===== src/rtl/led_arb_pkg.sv =====
// Purpose : shared types, constants and helpers for the LED arbiter.
// Latency : n/a (package only).
// Backpressure: n/a (package only).
// Contents: arb_state_t (IDLE/GRANT/ERROR), NUM_SRC, ERR_PATTERN, IDLE_PATTERN,
//           and helpers for one-hot priority pick, nibble select and priority masks.
package led_arb_pkg;

    localparam int NUM_SRC = 4;
    localparam logic [3:0] ERR_PATTERN  = 4'b1111;
    localparam logic [3:0] IDLE_PATTERN = 4'b0000;

    typedef enum logic [1:0] {
        IDLE  = 2'd0,
        GRANT = 2'd1,
        ERROR = 2'd2
    } arb_state_t;

    // One-hot of the highest set bit; bit NUM_SRC-1 has the highest priority.
    function automatic logic [NUM_SRC-1:0] pick_highest(input logic [NUM_SRC-1:0] r);
        logic [NUM_SRC-1:0] res;
        res = '0;
        for (int i = 0; i < NUM_SRC; i++) begin
            if (r[i]) begin
                res    = '0;
                res[i] = 1'b1;
            end
        end
        return res;
    endfunction

    // Bits strictly above the single set bit of a one-hot value.
    function automatic logic [NUM_SRC-1:0] above_mask(input logic [NUM_SRC-1:0] g);
        logic [NUM_SRC-1:0] res;
        res = '0;
        for (int i = 0; i < NUM_SRC; i++) begin
            for (int j = i + 1; j < NUM_SRC; j++) begin
                if (g[i]) begin
                    res[j] = 1'b1;
                end
            end
        end
        return res;
    endfunction

    // Nibble of the source selected by a one-hot owner (0 when no owner).
    function automatic logic [3:0] sel_nibble(input logic [4*NUM_SRC-1:0] d,
                                              input logic [NUM_SRC-1:0]   g);
        logic [3:0] res;
        res = '0;
        for (int i = 0; i < NUM_SRC; i++) begin
            res = res | (d[4*i +: 4] & {4{g[i]}});
        end
        return res;
    endfunction

endpackage


===== src/rtl/led_blink_timer.sv =====
// Purpose : free-running blink timer; blink_phase toggles every BLINK_HALF_CYC cycles.
// Latency : phase is registered; toggles on the edge where the counter wraps.
// Backpressure: none; never stalls and never restarts except on reset.
// Ports   : clk_50m (clock), rst_n (async active-low reset), blink_phase (output).
module led_blink_timer #(
    parameter int BLINK_HALF_CYC = 12000000
) (
    input  logic clk_50m,
    input  logic rst_n,
    output logic blink_phase
);

    localparam int CNT_W = $clog2(BLINK_HALF_CYC) + 1;
    localparam logic [CNT_W-1:0] CNT_LAST = CNT_W'(BLINK_HALF_CYC - 1);

    logic [CNT_W-1:0] cnt;

    always_ff @(posedge clk_50m or negedge rst_n) begin
        if (!rst_n) begin
            cnt         <= '0;
            blink_phase <= 1'b0;
        end else if (cnt == CNT_LAST) begin
            cnt         <= '0;
            blink_phase <= ~blink_phase;
        end else begin
            cnt <= cnt + CNT_W'(1);
        end
    end

endmodule


===== src/rtl/led_arbiter.sv =====
// Purpose : arbitrates four LED requesters by fixed priority and owns sticky error blinking.
// Latency : req/src_data -> grant/led 1 cycle; err_in rise -> err_latched/led 2 cycles.
// Backpressure: none; requesters simply wait while not granted.
// Ports   : clk_50m, rst_n, req[3:0], src_data[15:0], src_blink[3:0], err_in, err_clr
//           -> grant[3:0] (one-hot owner), led[3:0] (registered), err_latched.
// Build   : define LED_ARB_HEARTBEAT_EN to show blink_phase on led[0] while idle.
module led_arbiter
    import led_arb_pkg::*;
#(
    parameter int BLINK_HALF_CYC = 12000000,
    parameter int HOLD_CYC       = 25000000
) (
    input  logic                 clk_50m,
    input  logic                 rst_n,
    input  logic [NUM_SRC-1:0]   req,
    input  logic [4*NUM_SRC-1:0] src_data,
    input  logic [NUM_SRC-1:0]   src_blink,
    input  logic                 err_in,
    input  logic                 err_clr,
    output logic [NUM_SRC-1:0]   grant,
    output logic [3:0]           led,
    output logic                 err_latched
);

    localparam int HOLD_W = $clog2(HOLD_CYC) + 1;
    localparam logic [HOLD_W-1:0] HOLD_LAST = HOLD_W'(HOLD_CYC - 1);

    arb_state_t         state;
    logic [HOLD_W-1:0]  hold_cnt;
    logic               err_r1;
    logic               err_r2;
    logic               blink_phase;

    led_blink_timer #(
        .BLINK_HALF_CYC (BLINK_HALF_CYC)
    ) u_blink (
        .clk_50m     (clk_50m),
        .rst_n       (rst_n),
        .blink_phase (blink_phase)
    );

    logic               err_edge;
    logic               hold_exp;
    logic [NUM_SRC-1:0] next_owner;
    logic [3:0]         owner_led;
    logic [3:0]         idle_led;
    logic [3:0]         err_led;

    assign err_edge = err_r1 & ~err_r2;
    assign hold_exp = (hold_cnt == HOLD_LAST);
    assign err_led  = blink_phase ? ERR_PATTERN : 4'b0000;

`ifdef LED_ARB_HEARTBEAT_EN
    assign idle_led = IDLE_PATTERN | {3'b000, blink_phase};
`else
    assign idle_led = IDLE_PATTERN;
`endif

    // Owner for the coming cycle. A released owner is re-arbitrated in the
    // same cycle; a live owner yields only to higher bits once expired.
    always_comb begin
        next_owner = grant;
        case (state)
            IDLE: next_owner = pick_highest(req);
            GRANT: begin
                if ((req & grant) == '0) begin
                    next_owner = pick_highest(req);
                end else if (hold_exp && ((req & above_mask(grant)) != '0)) begin
                    next_owner = pick_highest(req);
                end
            end
            default: next_owner = '0;
        endcase
    end

    always_comb begin
        owner_led = sel_nibble(src_data, next_owner);
        if (((src_blink & next_owner) != '0) && !blink_phase) begin
            owner_led = 4'b0000;
        end
    end

    always_ff @(posedge clk_50m or negedge rst_n) begin
        if (!rst_n) begin
            state       <= IDLE;
            grant       <= '0;
            led         <= 4'b0000;
            err_latched <= 1'b0;
            hold_cnt    <= '0;
            // Synchroniser resets high so a level still high after reset is not
            // mistaken for a fresh rising edge.
            err_r1      <= 1'b1;
            err_r2      <= 1'b1;
        end else begin
            err_r1 <= err_in;
            err_r2 <= err_r1;
            if (err_edge) begin
                // Also covers an edge coinciding with err_clr: error wins.
                state       <= ERROR;
                grant       <= '0;
                err_latched <= 1'b1;
                led         <= err_led;
            end else begin
                case (state)
                    ERROR: begin
                        if (err_clr) begin
                            state       <= IDLE;
                            err_latched <= 1'b0;
                            led         <= idle_led;
                        end else begin
                            led <= err_led;
                        end
                    end
                    default: begin
                        if (next_owner == '0) begin
                            state <= IDLE;
                            grant <= '0;
                            led   <= idle_led;
                        end else begin
                            state <= GRANT;
                            grant <= next_owner;
                            led   <= owner_led;
                            if (next_owner != grant) begin
                                hold_cnt <= '0;
                            end else if (!hold_exp) begin
                                hold_cnt <= hold_cnt + HOLD_W'(1);
                            end
                        end
                    end
                endcase
            end
        end
    end

endmodule


===== config.mk =====
export PLATFORM = sky130hd
export DESIGN_NAME = led_arbiter
export DESIGN_NICKNAME = d
export VERILOG_FILES = /design/src/rtl/led_arb_pkg.sv /design/src/rtl/led_blink_timer.sv /design/src/rtl/led_arbiter.sv
export SDC_FILE = /design/constraint.sdc
export NUM_CORES = 1
export LEC_CHECK = 0
export BUFFER_PORTS_ARGS = -buffer_cell sky130_fd_sc_hd__buf_2
export CELL_PAD_IN_SITES_DETAIL_PLACEMENT = 1
export CELL_PAD_IN_SITES_GLOBAL_PLACEMENT = 2
export CORE_AREA = 2 2 104 106
export CTS_CLUSTER_SIZE = 24
export DETAILED_ROUTE_END_ITERATION = 8
export DIE_AREA = 0 0 106 108
export PLACE_DENSITY_LB_ADDON = 0.1
export SLEW_MARGIN = 20
export SYNTH_ARGS = -nofsm -noshare
export SYNTH_HDL_FRONTEND = slang
export SYNTH_SLANG_ARGS = --single-unit
export TNS_END_PERCENT = 100

===== constraint.sdc =====
create_clock -name clk_50m -period 2.7 [get_ports clk_50m]
set_input_delay 0.675 -clock clk_50m [delete_from_list [all_inputs] [get_ports clk_50m]]
set_output_delay 0.675 -clock clk_50m [all_outputs]
set_load 0.02 [all_outputs]

==> metrics.txt, run 1 <==
Initial Utilization=0.363; sequential share of the synthesized area=0.439; CTS clk-pin slew, worst paths=0.08 ns; pwr dens=between 500 and 600 nW/um^2; RSZ-0062 raised after global routing=false; Wirelength per Cell=~17 um; Post-Route Utilization=0.428; WL final=10.0 mm; H-tree lvl count=3; Post-synth EDFFs=0; Worst VDD drop=between 150 and 200 uV; filler cell count in the final layout=roughly 1200; fmax=approximately 0.41 GHz; Overflow after GRT=0; Post-Syn Nets=427; largest net degree at the start of global routing=66; Placer Congestion=between 0.8 and 0.9; hold crit path type=input port to asynchronous set/reset pin; Post-route DRC=0; CTS Buf Count=9; Port Buf Inserts=36; Finished Layout Cells=between 500 and 600; CTS tree=done; CTS root buf=clkbuf_8; fraction of layout instances using a drive strength above 1=0.204; total number of vias=roughly 3300; Layout Nets=486; first-pass GRT wire length=about 17 mm; final worst-path cycle share=0.906; chip height=between 100 and 150 um; Die Area=~11000 sq um; final hold slack=0.338 ns; Clock Skew=between 0.007 and 0.008 ns; clk sinks=65; Synth Instances=397; Rows=37; Pins Over Slew Limit=0; initial antenna violation count=0; FFs w/ async S/R, synth=1.00; Ys Warns=0; critical setup path kind=register to register; initial drt markers=94; CP Max Fanout=6; placed cells=581; Critical R2R Capture=led[1]; total setup buffers inserted after CTS=0; Slew HR=0.701; CTS Hold Buffers Added=0; TNS Setup=0 ns; diodes inserted=0; total global-route track usage=0.192; worst slew pin tran=between 0.4 and 0.5 ns; dpl hpwl=about 7.5 mm; area delta synth->final=17.9%; area of the mapped netlist=roughly 3700 sq um; CP Capture Type=register; Vias/cell=about 5.5; Die X=106 um; cells on worst reg2reg path=9; Clock Latency Late Sink=0.34 ns; R2R Setup Slk=between 0.2 and 0.3 ns; Syn Area/Cell=roughly 9.4 sq um; Setup crit start kind=register; Core ar.=roughly 10000 sq um; most frequent cells in the layout=dfrtp_1 (63), nand2_1 (40), buf_2 (36); r2r startpoint=hold_cnt[0]; first drt pass iteration count=4; Data arrival, critical path=between 2 and 3 ns; number of global-route vias before repair=between 3000 and 4000; Max Cap Violations=0; flop and latch count out of synthesis=65; CTS max path bufs=2; Final Setup Violations=0; status=finished clean; Synth cell types=57; post-cts resize count=0; Final Hold Vio Count=0; I/O pins=37; CP Data Required Time=slightly below 3 ns; Final min period=2.45 ns; Antenna Nets Post-Route=0; static leakage=slightly below 2 nW; most common library cell in the layout ignoring fill and taps=dfrtp_1; Main synth FF type=dfrtp_1
## cell families after synthesis
group / share of synthesized area
muxes: 0.0115
AOI/OAI and AO/OA: 0.181
DFF: 0.439
buffers and inverters: 0.0293
adders and majority gates: 0.00674
and+or+nand+nor: 0.277
xor gates and xnor gates: 0.0566
## Yosys cell counts, drive strengths merged (3+ instances only)
cell type	instances	area share
and3	19	0.035
nor3b	3	0.0061
xnor2	8	0.019
a221oi	4	0.0094
buf	7	0.015
nand3b	9	0.018
and4	6	0.014
clkbuf	3	0.0030
o21ai	31	0.043
o31ai	4	0.0081
xor2	16	0.038
inv	11	0.011
nand4bb	3	0.0091
nor2b	5	0.0084
nor4b	5	0.013
o21a	3	0.0061
a211oi	6	0.012
a21oi	24	0.035
a211o	3	0.0071
nor3	8	0.011
nor2	30	0.030
nand3	26	0.038
a22o	7	0.017
nand2b	6	0.010
and2	5	0.0098
nand2	41	0.043
nand4	9	0.015
a22oi	6	0.012
dfrtp	63	0.42
o221ai	5	0.013
## worst max-delay path by stage
stage                 from           end  slack, ns  cells past startpoint
2_1_floorplan       req[3]  hold_cnt[11]       0.32                      9
6_report       hold_cnt[0]        led[1]       0.25                      9
3_5_place_dp        req[2]   hold_cnt[0]       0.09                      8
4_1_cts        hold_cnt[0]        led[1]       0.25                      9
3_3_place_gp        req[1]        led[1]       0.18                      8
5_1_grt        hold_cnt[0]        led[1]       0.10                      9
## metal layers
layer / up-vias / global-route usage / wire length, um / part of all wire
met5: - / 0 / 0 / 0
met4: 0 / 0.0536 / 159 / 0.016
met3: 14 / 0.0362 / 298 / 0.030
met2: 46 / 0.324 / 4790 / 0.48
met1: 1628 / 0.254 / 4760 / 0.48
li1: 1583 / - / - / -
## power breakdown
part | switching, mW | internal, mW
Clock | 0.414 | 0.436
Combinational | 0.204 | 0.138
Sequential | 0.0272 | 0.999
Total | 0.645 | 1.57
## sequential cells by signal (all words and copies together), names as in the netlist
| name | count |
|---|---|
| err_r2 | 1 |
| led | 4 |
| grant | 4 |
| err_latched | 1 |
| state | 2 |
| u_blink.blink_phase | 1 |
| hold_cnt | 26 |
| u_blink.cnt | 25 |
| err_r1 | 1 |
## worst max-delay path, cell delays in order (launching register included)
cell and delay, ns:
dfrtp_1 0.39, ha_1 0.25, nand3_4 0.15, nor4_4 0.38, buf_4 0.20, nand3_1 0.14
a21oi_1 0.22, o21ai_0 0.12, a31oi_1 0.36, a211oi_1 0.10
## per-stage QoR
| stage | power [mW] | setup WS, ns | area, sq um |
|---|---|---|---|
| CTS | 2.26 | 0.250 | 4380 |
| finish | 2.22 | 0.255 | 4380 |
| floorplan | 1.26 | 0.319 | 3710 |
| global placement | 1.39 | 0.177 | 4170 |
| detailed placement | 1.39 | 0.0944 | 4170 |
| global route | 2.35 | 0.101 | 4380 |
## final cells by class
cell class / count / area [sq um] / area share
clock buffers: 9 / 124 / 0.0283
clock inverters: 7 / 78.8 / 0.0180
inverters: 11 / 41.3 / 0.00943
multi-input cells: 311 / 1980 / 0.451
flip-flops and latches: 65 / 1630 / 0.372
well taps: 136 / 170 / 0.0389
repair buffers: 58 / 358 / 0.0818
Note: power is estimated with default switching activity, not from simulation.
==> inputs of run 2 (changes only) <==
--- a/config.mk
+++ b/config.mk
@@ -8,10 +8,11 @@
 export BUFFER_PORTS_ARGS = -buffer_cell sky130_fd_sc_hd__buf_2
 export CELL_PAD_IN_SITES_DETAIL_PLACEMENT = 1
 export CELL_PAD_IN_SITES_GLOBAL_PLACEMENT = 2
-export CORE_AREA = 2 2 104 106
+export CORE_AREA = 2 2 101 103
+export CTS_BUF_LIST = sky130_fd_sc_hd__clkbuf_4 sky130_fd_sc_hd__clkbuf_8
 export CTS_CLUSTER_SIZE = 24
 export DETAILED_ROUTE_END_ITERATION = 8
-export DIE_AREA = 0 0 106 108
+export DIE_AREA = 0 0 103 105
 export PLACE_DENSITY_LB_ADDON = 0.1
 export SLEW_MARGIN = 20
 export SYNTH_ARGS = -nofsm -noshare
==> run 2 against run 1 <==
  * Fmax shrank 3.5%
  * Sequential power hardly changed
  * Largest cell class unchanged
  * Sequential share of layout area hardly changed
  * Worst setup slack got worse by 0.089 ns
  * Critical path type unchanged
  * Wire length increased by 3.0%
  * Die area shrank 5.5%
  * Non-clock buffer count decreased by 5
  * Via count is essentially flat
==> metrics.txt, run 2 (synthesis gave the netlist of run 1 again) <==
CTS tree=done; critical setup path kind=register to register; total setup buffers inserted after CTS=0; Final Setup Violations=0; I/O pins=37; chip height=~110 um; Post-Route Utilization=0.454; CP Max Fanout=12; Post-DP Area=between 4000 and 5000 sq um; Post-route DRC=0; CP Data Required Time=between 2 and 3 ns; Worst path slowest cell=nor4_4; most flop-heavy register=hold_cnt; worst setup margin=0.166 ns; pwr dens=548 nW/um^2; max reg flops=26; Core ar.=just under 10000 sq um; fmax=0.395 GHz; Clock Latency Late Sink=about 0.34 ns; Data arrival, critical path=between 2 and 3 ns; cells on worst reg2reg path=7; clk sinks=65; TNS Setup=0 ns; design area=between 4000 and 5000 sq um; Port Buf Inserts=36; fraction of layout instances using a drive strength above 1=0.195; CTS max path bufs=2; initial antenna violation count=0; Slew HR=0.543; Worst VDD drop=299 uV; first-pass GRT wire length=around 17 mm; r2r startpoint=hold_cnt[6]; Critical R2R Capture=hold_cnt[0]; CP Capture Type=register; most common library cell in the layout ignoring fill and taps=dfrtp_1; worst slack, placed=between 0.06 and 0.07 ns; Regs by FF count=hold_cnt: 26 flops, u_blink.cnt: 25 flops; Vias/cell=around 5.6; Antenna Nets Post-Route=0; Max Cap Violations=0; Die X=around 100 um; placed cells=between 500 and 600; worst slew pin tran=approximately 0.69 ns; CP Cell Sequence=nand3b_1, nor4_4, and3_4, or3_4, and2_4, o21ai_0, mux2_2; Final Hold Vio Count=0; first drt pass iteration count=4; Wirelength per Cell=about 17 um; number of global-route vias before repair=roughly 3400; total chip power=2.40 mW; CTS clk-pin slew, worst paths=about 0.080 ns; dpl hpwl=approximately 7.6 mm; static leakage=a little under 2 nW; hold crit path type=input port to asynchronous set/reset pin; Clock Skew=around 0.007 ns; Overflow after GRT=0; Rows=36; Finished Layout Cells=589; Die Area=around 11000 sq um; CP max stage delay=approximately 0.46 ns; total number of vias=approximately 3300; diodes inserted=0; area delta synth->final=17.9%; Pins Over Slew Limit=0; initial drt markers=~110; most frequent cells in the layout=dfrtp_1 (63), nand2_1 (40), buf_2 (36); CTS Buf Count=9; R2R Setup Slk=0.17 ns; total global-route track usage=0.205; final hold slack=roughly 0.36 ns; CTS root buf=clkbuf_8; Worst Setup SP=hold_cnt[6]; crit path capture=hold_cnt[0]; Initial Utilization=0.385; Setup crit start kind=register; RSZ-0062 raised after global routing=false; Final min period=2.53 ns; largest net degree at the start of global routing=30; WL final=10.3 mm; final worst-path cycle share=0.938; H-tree lvl count=3; Placer Congestion=between 0.8 and 0.9; Layout Nets=481; status=finished clean
-- run 2: cell type report --
class / instances / area [sq um]
Clock buffer: 10 / 131
Clock inverter: 6 / 115
Fill cell: 1168 / 5260
Inverter: 11 / 41.3
Multi-Input combinational cell: 311 / 1980
Sequential cell: 65 / 1630
Tap cell: 133 / 166
Timing Repair Buffer: 53 / 320
-- run 2: worst min-delay path by stage --
stage                      start  cells after the start  slack (ns)  endpoint
after CTS                 err_r1                      0        0.37    err_r2
after global placement    err_r1                      0        0.36    err_r2
after global routing      err_r1                      0        0.37    err_r2
final                      rst_n                      1        0.36  grant[2]
after floorplan           err_r1                      0        0.35    err_r2
after detailed placement  err_r1                      0        0.36    err_r2
-- run 2: routing by layer --
layer / part of all wire / track usage / vias to the layer above / routed length [um]
met1: 0.49 / 0.290 / 1654 / 5010
li1: - / - / 1572 / -
met5: 0 / 0 / - / 0
met3: 0.021 / 0.0395 / 10 / 218
met4: 0.011 / 0.0517 / 0 / 114
met2: 0.48 / 0.322 / 36 / 4970
-- run 2: report_power, final --
part	internal [mW]	switching, mW
logic	0.131	0.209
registers	1.00	0.0283
clock network	0.629	0.402
-- run 2: critical path, delay by kind of cell (launching register included) --
family / cells / cell delay, ns
AND/OR/NAND/NOR: 5 / 1.54
flip-flops: 1 / 0.42
AO/OA/AOI/OAI: 1 / 0.14
multiplexers: 1 / 0.32
-- run 2: what timing repair did --
item                       in CTS  in global routing
hold buffers                    0                  0
resized for setup               0                  0
setup endpoints to repair       0                  1
